**src/rtl/lm_sm_sequencer_pkg.sv**
```systemverilog
`default_nettype none
// ---------------------------------------------------------------------------
// lm_sm_sequencer_pkg : shared types and defaults for the LM/SM sequencer
// Revision: 1.0
// ---------------------------------------------------------------------------
package lm_sm_sequencer_pkg;

    localparam int LM_ADDR_W_DEF = 5;
    localparam int LM_DATA_W_DEF = 16;
    localparam int REG_IDX_W     = 3;
    localparam int REG_CNT       = 8;

    typedef enum logic [1:0] {
        ST_IDLE   = 2'd0,
        ST_ACCESS = 2'd1,
        ST_FINISH = 2'd2
    } state_t;

endpackage
`default_nettype wire

```
**src/rtl/lm_sm_sequencer_priority_enc8.sv**
```systemverilog
`default_nettype none
// ---------------------------------------------------------------------------
// priority_enc8 : index of the lowest set bit of an 8-bit mask
// Revision: 1.0
// ---------------------------------------------------------------------------
module priority_enc8
    import lm_sm_sequencer_pkg::*;
(
    input  logic [REG_CNT-1:0]   mask_i,
    output logic [REG_IDX_W-1:0] idx_o,
    output logic                 valid_o
);

    always_comb begin
        idx_o   = '0;
        valid_o = |mask_i;
        // Scan downwards so the lowest set bit is the last one written.
        for (int i = REG_CNT - 1; i >= 0; i--) begin
            if (mask_i[i]) begin
                idx_o = REG_IDX_W'(i);
            end
        end
    end

endmodule
`default_nettype wire

```
**src/rtl/lm_sm_sequencer.sv**
```systemverilog
`default_nettype none
// ---------------------------------------------------------------------------
// lm_sm_sequencer : load/store-multiple sequencer, one register per cycle
// Revision: 1.0
// ---------------------------------------------------------------------------
module lm_sm_sequencer
    import lm_sm_sequencer_pkg::*;
#(
    parameter int ADDR_W = LM_ADDR_W_DEF,
    parameter int DATA_W = LM_DATA_W_DEF
) (
    input  logic                 clk,
    input  logic                 proc_rst,
    input  logic                 start,
    input  logic                 op_store,
    input  logic [REG_CNT-1:0]   reg_list,
    input  logic [ADDR_W-1:0]    base_addr,
    output logic [REG_IDX_W-1:0] rf_raddr,
    input  logic [DATA_W-1:0]    rf_rdata,
    output logic                 rf_we,
    output logic [REG_IDX_W-1:0] rf_waddr,
    output logic [DATA_W-1:0]    rf_wdata,
    output logic [ADDR_W-1:0]    mem_addr,
    output logic [DATA_W-1:0]    mem_in,
    input  logic [DATA_W-1:0]    mem_out,
    output logic                 mem_write,
    output logic                 mem_read,
    output logic                 busy,
    output logic                 done
);

    state_t                 state_q,     state_d;
    logic [REG_CNT-1:0]     pending_q,   pending_d;
    logic [ADDR_W-1:0]      ptr_q,       ptr_d;
    logic                   op_q,        op_d;
    logic [ADDR_W-1:0]      mem_addr_q,  mem_addr_d;
    logic [REG_IDX_W-1:0]   rf_raddr_q,  rf_raddr_d;
    logic                   mem_write_q, mem_write_d;
    logic                   mem_read_q,  mem_read_d;
    logic                   rf_we_q,     rf_we_d;
    logic [REG_IDX_W-1:0]   rf_waddr_q,  rf_waddr_d;
    logic [DATA_W-1:0]      rf_wdata_q,  rf_wdata_d;

    logic [REG_CNT-1:0]     w_enc_in;
    logic [REG_IDX_W-1:0]   w_idx;
    logic                   w_valid;
    logic [REG_CNT-1:0]     w_clr_mask;

    // The first access is issued straight from the start inputs so that the
    // strobe is already low in the cycle after start was sampled.
    assign w_enc_in   = (state_q == ST_IDLE) ? reg_list : pending_q;
    assign w_clr_mask = ~(REG_CNT'(1) << w_idx);

    priority_enc8 u_prio (
        .mask_i  (w_enc_in),
        .idx_o   (w_idx),
        .valid_o (w_valid)
    );

    always_comb begin
        state_d     = state_q;
        pending_d   = pending_q;
        ptr_d       = ptr_q;
        op_d        = op_q;
        mem_addr_d  = mem_addr_q;
        rf_raddr_d  = rf_raddr_q;
        mem_write_d = 1'b1;
        mem_read_d  = 1'b1;

        case (state_q)
            ST_IDLE: begin
                if (start) begin
                    op_d      = op_store;
                    pending_d = reg_list;
                    ptr_d     = base_addr;
                    if (w_valid) begin
                        state_d     = ST_ACCESS;
                        pending_d   = reg_list & w_clr_mask;
                        ptr_d       = base_addr + ADDR_W'(1);
                        mem_addr_d  = base_addr;
                        rf_raddr_d  = w_idx;
                        mem_write_d = ~op_store;
                        mem_read_d  = op_store;
                    end else begin
                        state_d = ST_FINISH;
                    end
                end
            end
            ST_ACCESS: begin
                if (w_valid) begin
                    pending_d   = pending_q & w_clr_mask;
                    ptr_d       = ptr_q + ADDR_W'(1);
                    mem_addr_d  = ptr_q;
                    rf_raddr_d  = w_idx;
                    mem_write_d = ~op_q;
                    mem_read_d  = op_q;
                end else begin
                    state_d = ST_FINISH;
                end
            end
            ST_FINISH: begin
                state_d = ST_IDLE;
            end
            default: begin
                state_d = ST_IDLE;
            end
        endcase
    end

    // Load data is captured at the edge closing each read-strobe cycle and
    // written back to the register file during the following cycle.
    always_comb begin
        rf_we_d    = ~mem_read_q;
        rf_waddr_d = rf_waddr_q;
        rf_wdata_d = rf_wdata_q;
        if (!mem_read_q) begin
            rf_waddr_d = rf_raddr_q;
            rf_wdata_d = mem_out;
        end
    end

    always_ff @(posedge clk or negedge proc_rst) begin
        if (!proc_rst) begin
            state_q     <= ST_IDLE;
            pending_q   <= '0;
            ptr_q       <= '0;
            op_q        <= 1'b0;
            mem_addr_q  <= '0;
            rf_raddr_q  <= '0;
            mem_write_q <= 1'b1;
            mem_read_q  <= 1'b1;
            rf_we_q     <= 1'b0;
            rf_waddr_q  <= '0;
            rf_wdata_q  <= '0;
        end else begin
            state_q     <= state_d;
            pending_q   <= pending_d;
            ptr_q       <= ptr_d;
            op_q        <= op_d;
            mem_addr_q  <= mem_addr_d;
            rf_raddr_q  <= rf_raddr_d;
            mem_write_q <= mem_write_d;
            mem_read_q  <= mem_read_d;
            rf_we_q     <= rf_we_d;
            rf_waddr_q  <= rf_waddr_d;
            rf_wdata_q  <= rf_wdata_d;
        end
    end

    assign rf_raddr  = rf_raddr_q;
    assign rf_we     = rf_we_q;
    assign rf_waddr  = rf_waddr_q;
    assign rf_wdata  = rf_wdata_q;
    assign mem_addr  = mem_addr_q;
    assign mem_in    = rf_rdata;
    assign mem_write = mem_write_q;
    assign mem_read  = mem_read_q;
    assign busy      = (state_q != ST_IDLE);
    assign done      = (state_q == ST_FINISH);

endmodule
`default_nettype wire

```
**config.mk**
```make
export PLATFORM = sky130hd
export DESIGN_NAME = lm_sm_sequencer
export DESIGN_NICKNAME = d
export VERILOG_FILES = /design/src/rtl/lm_sm_sequencer_pkg.sv /design/src/rtl/lm_sm_sequencer_priority_enc8.sv /design/src/rtl/lm_sm_sequencer.sv
export SDC_FILE = /design/constraint.sdc
export NUM_CORES = 1
export LEC_CHECK = 0
export CORE_ASPECT_RATIO = 0.8
export CORE_UTILIZATION = 39
export CTS_CLUSTER_DIAMETER = 150
export DETAILED_ROUTE_END_ITERATION = 12
export PLACE_DENSITY = 0.77
export REMOVE_ABC_BUFFERS = 1
export SLEW_MARGIN = 10
export SYNTH_ARGS = -nofsm -noshare
export SYNTH_HDL_FRONTEND = slang
export SYNTH_SLANG_ARGS = --single-unit
```
**constraint.sdc**
```tcl
create_clock -name clk -period 2.1 [get_ports clk]
set_clock_uncertainty 0.2 [all_clocks]
set_input_delay 0.63 -clock clk [delete_from_list [all_inputs] [get_ports clk]]
set_output_delay 0.63 -clock clk [all_outputs]
set_load 0.005 [all_outputs]
```
==> results.toml, run 1 <==
[status]
status = "finished, violations left"
violations = "setup timing"

[floorplanning]
io_pins = 97
core_area_um2 = 5650
die_area_um2 = 6370
rows = 24
die_x_um = 89.0
initial_utilization_pct = 41.8
die_h_um = 71.6

[clock_network]
cts_tree = "built"
cts_made_buffers = 5
clk_latency_ns = 0.30
h-tree-depth = 2
cts_max_path_buffers = 2
cts-root-buf = "clkbuf_8"
cts.sinks = 46
path_clk_slew_ns = 0.09

[sta]
fin_ws_ns = -0.140
fin_crit_sh_pct = 107
tns_ns = -1.08
slew_viol_final = 0
fin_crit_ns = 2.24
hold_viol = 0
setup_viol = 11
worst_pin_slew_ns = 0.335
relSlewSlack_pct = 77.6
fmax_ghz = 0.446
rsz0062_at_grt = "yes"

[place]
placed_cells = 365
gp_congestion = 0.869
io_buffer_count = 64
place_area_um2 = 3230
dp_hpwl_mm = 4.44

[pwr]
power.internal_mw = 3.59
p_sw_mw = 2.10
powerDensity_nw_per_um2 = 1600
static-leakage-power_nw = 1.62
p_comb_share_pct = 58.5
netSwitchingFraction_pct = 36.9
p_seq_share_pct = 30.0
clkPwrFrac_pct = 11.6
vdd_drop_max_uv = 660

[routing]
vias = 2016
dr.pass1.iters = 4
ant_nets = 0
avgViaCountPerCell = 5.26
routedWlPerCell_um = 16.7
drc = 0
drt-initial-drc-count = 103
wirelength_mm = 6.41

[final_layout]
stdcell_count = 383
diodes = 0
nFillCells = 448
drive_above_1_share_pct = 37.0
area_growth_pct = 51.1
multi_input_area_um2 = 1140
seqCellArea_um2 = 1160
layout.nets = 355
final_area_um2 = 3570
post-route-util_pct = 63.2

[logic_synthesis]
yosysSeqAreaShare_pct = 48.9
syn_area_per_cell_um2 = 11.2
yosys.cell_count.top_type = "dfrtp_1"
async_flop_share_pct = 100
yosysWarnings = 0
synth_top_flop_cell = "dfrtp_1"
yosys.area.top_type = "dfrtp_1"
synthDistinctLibCells = 42
ys_ff_latch = 46
synth-edff-count = 0
synthTopCellsByArea = "dfrtp_1, mux2_2, buf_4, mux2i_1, o31ai_4"
netlist_area_um2 = 2360
synth_top_area_share_pct = 46.6
synthTopCellsByCount = "dfrtp_1, mux2_2, buf_4"
synthCells = 211

[min_path]
hp-class = "in -> async"

[worst_setup_path]
cp-start-kind = "input port"
crit_end = "ptr_q[2]"
endpoint_kind = "flip-flop"
cp_max_fo = 7
r2r_start = "state_q[1]"
r2r_cells = 7
path_buf_inv = 1
worst_ep_required_time_ns = 2.09
cp.arrival_ns = 2.23
slowest_delay_ns = 0.54
reg2reg_slack_ns = -0.12
crit_start = "reg_list[2]"
critPathTopFamily = "simple AND/OR/NAND/NOR gates"
crit_path_top_delay_cell = "or4_4"
cp_cell_sequence = "dlygate4sd2_1 > or4_4 > o31ai_4 > nand4_4 > a21oi_2 > o21ai_2 > a32o_1"
path_class = "in -> reg"
path_depth = 7
reg2reg_to = "ptr_q[2]"

[grt]
grt_usage_pct = 20.4
antenna_found_initial = 0
grt_max_degree = 47
overflow = 0
grt_pass1_vias = 2023
grt_pass1_wl_mm = 9.83

[flow_run]
maxCapViolCount = 0
power groups by stage:
stage	combinational [mW]	clock, mW	sequential (mW)
floorplan	1.33	0	1.71
global placement	2.74	0	1.67
detailed placement	2.81	0	1.70
CTS	3.03	0.677	1.69
global route	3.60	0.718	1.76
finish	3.33	0.659	1.71
worst min path at each step:
| stage | startpoint | to | slack [ns] | depth (start not counted) |
|---|---|---|---|---|
| floorplan | proc_rst | mem_addr[0] | 0.13 | 0 |
| global placement | op_q | op_q | 0.26 | 2 |
| detailed placement | op_q | op_q | 0.27 | 2 |
| CTS | proc_rst | rf_waddr[0] | 0.11 | 2 |
| global route | proc_rst | rf_waddr[0] | 0.11 | 2 |
| finish | proc_rst | rf_wdata[11] | 0.11 | 2 |
cells in the final DEF, fill, tap and decap left out, types with 7 or more instances in the layout:
cell / count
nor2_1: 8
buf_4: 38
mux2i_1: 11
clkdlybuf4s50_1: 48
inv_1: 7
mux2_2: 19
a21oi_1: 11
dfrtp_1: 42
nand2_1: 9
dlygate4sd2_1: 9
per-layer routing:
metal / vias to the layer above / GRT usage, % / wire length [um]
li1: 925 / - / -
met1: 969 / 26.0 / 2630
met2: 116 / 32.8 / 2980
met3: 6 / 8.87 / 750
met4: 0 / 3.88 / 48
met5: - / 0 / 0
layout make-up:
class	count	share of cell area (%)
clock inverter	2	1.05
inverter	8	0.982
clock buffer	6	2.03
sequential	46	32.4
timing repair buffer	110	28.9
multi-input combinational	133	31.9
tap	78	2.73
logic make-up (layout without fill, tap and decap cells):
logic type / count (synthesis) / count (layout) / synth area share [%]
and+or+nand+nor: 51 / 51 / 11.7
adders and majority gates: 2 / 2 / 1.06
muxes: 31 / 31 / 14.2
DFF: 46 / 46 / 48.9
AOI/OAI and AO/OA: 45 / 45 / 14.8
xor gates and xnor gates: 4 / 4 / 1.48
buffers and inverters: 32 / 126 / 7.90
sequential cells by signal (all words and copies together) (netlist names):
register / cells
rf_wdata: 16
state_q: 2
rf_waddr: 3
mem_write: 1
rf_we: 1
op_q: 1
mem_addr: 5
rf_raddr: 3
pending_q: 8
mem_read: 1
ptr_q: 5
per-stage QoR:
step                total power [mW]  hold WS [ns]  worst slack, ns
floorplan                       3.04         0.134           -0.532
global placement                4.41         0.261           -0.562
detailed placement              4.51         0.273           -0.602
CTS                             5.40         0.114           -0.176
global route                    6.08         0.110           -0.188
finish                          5.69         0.107           -0.140
what timing repair did:
item	in CTS	in global routing
gates resized for setup	26	31
setup buffers	6	6
pin swaps	16	22
hold buffers	0	0
endpoints found under the setup margin	24	24
(Power assumes the default switching activity.)
==> inputs of run 2 (changes only) <==
Settings changed: CORE_UTILIZATION 39 to 40, PLACE_DENSITY 0.77 to 0.75.
Clock period 2.1 ns to 2.4 ns, I/O delays scaled along.
==> run 2 against run 1 <==
Against the previous run: sequential share of layout area up 1.6 points; the run now ends clean; combinational power shrank 20%; register-to-register slack gained 0.18 ns; largest power group unchanged; non-clock buffer count shrank 7; worst setup slack better by 0.18 ns; critical path depth decreased by 5; hold slack improved by 0.18 ns; wire length is 1.8% lower; cell count fell by 1.8%; global-route usage is 0.61 points higher; critical endpoint is now done; via count decreased by 2.0%.
==> results.toml, run 2 (synthesis results as in run 1) <==
[status]
status = "completed"

[place]
dp_hpwl_mm = 4.15
io_buffer_count = 64
place_area_um2 = 3160
gp_congestion = 0.851

[min_path]
hp-start = "mem_addr[3]"
hp-class = "reg -> reg"
worstHoldPathCells = 2
hold_end = "mem_addr[3]"

[worst_setup_path]
r2r_cells = 7
path_class = "reg -> out"
reg2reg_slack_ns = 0.06
critPathTopFamily = "buffers and inverters"
cp-start-kind = "flip-flop"
cp_cell_sequence = "nor2b_1 > clkdlybuf4s50_1"
endpoint_kind = "primary output"
reg2reg_to = "ptr_q[2]"
path_buf_inv = 1
crit_path_top_delay_cell = "clkdlybuf4s50_1"
slowest_delay_ns = 0.50
cp.arrival_ns = 1.44
cp_max_fo = 6
worst_ep_required_time_ns = 1.48
r2r_start = "state_q[0]"

[grt]
grt_pass1_vias = 1989
grt_usage_pct = 21.1
overflow = 0
grt_pass1_wl_mm = 9.92
antenna_found_initial = 0
grt_max_degree = 47

[final_layout]
area_growth_pct = 44.1
seqCellArea_um2 = 1160
final_area_um2 = 3400
nFillCells = 430
layout.nets = 348
largest_reg_flops = 16
multi_input_area_um2 = 1060
drive_above_1_share_pct = 30.2
diodes = 0
final_cell_mix = "clkdlybuf4s50_1, dfrtp_1, buf_4"
final_common_cell = "clkdlybuf4s50_1"

[floorplanning]
die_area_um2 = 6220
die_x_um = 87.9
io_pins = 97
core_area_um2 = 5560
die_h_um = 70.7
initial_utilization_pct = 42.5
rows = 24

[sta]
fmax_ghz = 0.424
relSlewSlack_pct = 60.6
fin_crit_sh_pct = 98.2
hold_viol = 0
fin_crit_ns = 2.36
tns_ns = 0
rsz0062_at_grt = "yes"
worst_pin_slew_ns = 0.591
slew_viol_final = 0
setup_viol = 0

[clock_network]
postCtsHoldBufs = 0
cts-root-buf = "clkbuf_8"
cts_tree = "built"
path_clk_slew_ns = 0.09
cts.sinks = 46
cts_max_path_buffers = 2
cts_made_buffers = 5
h-tree-depth = 2
clk_latency_ns = 0.31

[routing]
drc = 0
ant_nets = 0
dr.pass1.iters = 4
vias = 1976
routedWlPerCell_um = 16.7
wirelength_mm = 6.29
avgViaCountPerCell = 5.26
drt-initial-drc-count = 80

[pwr]
static-leakage-power_nw = 1.52
vdd_drop_max_uv = 511
powerDensity_nw_per_um2 = 1390

[flow_run]
maxCapViolCount = 0
## run 2: cell types whose count changed in the layout (fill, tap and decap cells not counted), sizes merged
cell	change
dlygate4sd2	-3
clkdlybuf4s50	+7
clkbuf	-1
buf	-7
dlymetal6s2s	-2
clkdlybuf4s15	-1
## run 2: power by group
group | switching [mW] | leakage (nW) | total, mW | internal [mW]
registers | 0.294 | 0.546 | 1.47 | 1.18
logic | 1.12 | 0.918 | 2.67 | 1.54
clock network | 0.271 | 0.0514 | 0.582 | 0.311
## run 2: layout make-up
type / instances / share of cell area [%]
sequential: 46 / 34.0
tap: 78 / 2.87
multi-input combinational: 133 / 31.1
clock buffer: 6 / 2.13
timing repair buffer: 103 / 27.9
inverter: 8 / 0.882
clock inverter: 2 / 1.10
## run 2: how the worst max path moves through the flow
| stage | from | endpoint | depth (start not counted) | slack (ns) |
|---|---|---|---|---|
| final | state_q[1] | done | 2 | 0.04 |
| after global routing | state_q[0] | pending_q[4] | 8 | -0.03 |
| after CTS | state_q[0] | busy | 3 | 0.008 |
| after detailed placement | reg_list[6] | ptr_q[2] | 7 | -0.42 |
| after global placement | reg_list[6] | ptr_q[2] | 7 | -0.38 |
| after floorplan | state_q[0] | ptr_q[2] | 5 | -0.23 |
## run 2: worst min-delay path, stage by stage, from the launching register on
cell and delay [ns]:
dfrtp_1 0.35, nand2_1 0.05, o21ai_1 0.06
## run 2: repair_timing
item                                   in CTS  in global routing
pin swaps                                  13                  3
setup endpoints to repair                   9                 13
gates resized for setup                    14                  5
endpoints found under the hold margin       0                  0
setup buffers                               3                  7
## run 2: per-stage QoR
step	power (mW)	instances	worst slack, ns	utilization [%]	hold slack [ns]
2_1_floorplan	2.66	187	-0.232	-	0.224
3_3_place_gp	3.80	358	-0.377	56.8	0.260
3_5_place_dp	3.85	358	-0.418	56.8	0.275
4_1_cts	4.54	369	0.00800	59.6	0.294
5_1_grt	5.04	376	-0.0250	61.3	0.323
6_report	4.72	376	0.0432	61.3	0.290
## run 2: layer usage
metal / vias up / global-route usage, % / routed length, um
met4: 0 / 7.29 / 76
met5: - / 0 / 0
met1: 948 / 26.4 / 2670
li1: 918 / - / -
met3: 9 / 8.17 / 668
met2: 101 / 33.2 / 2870
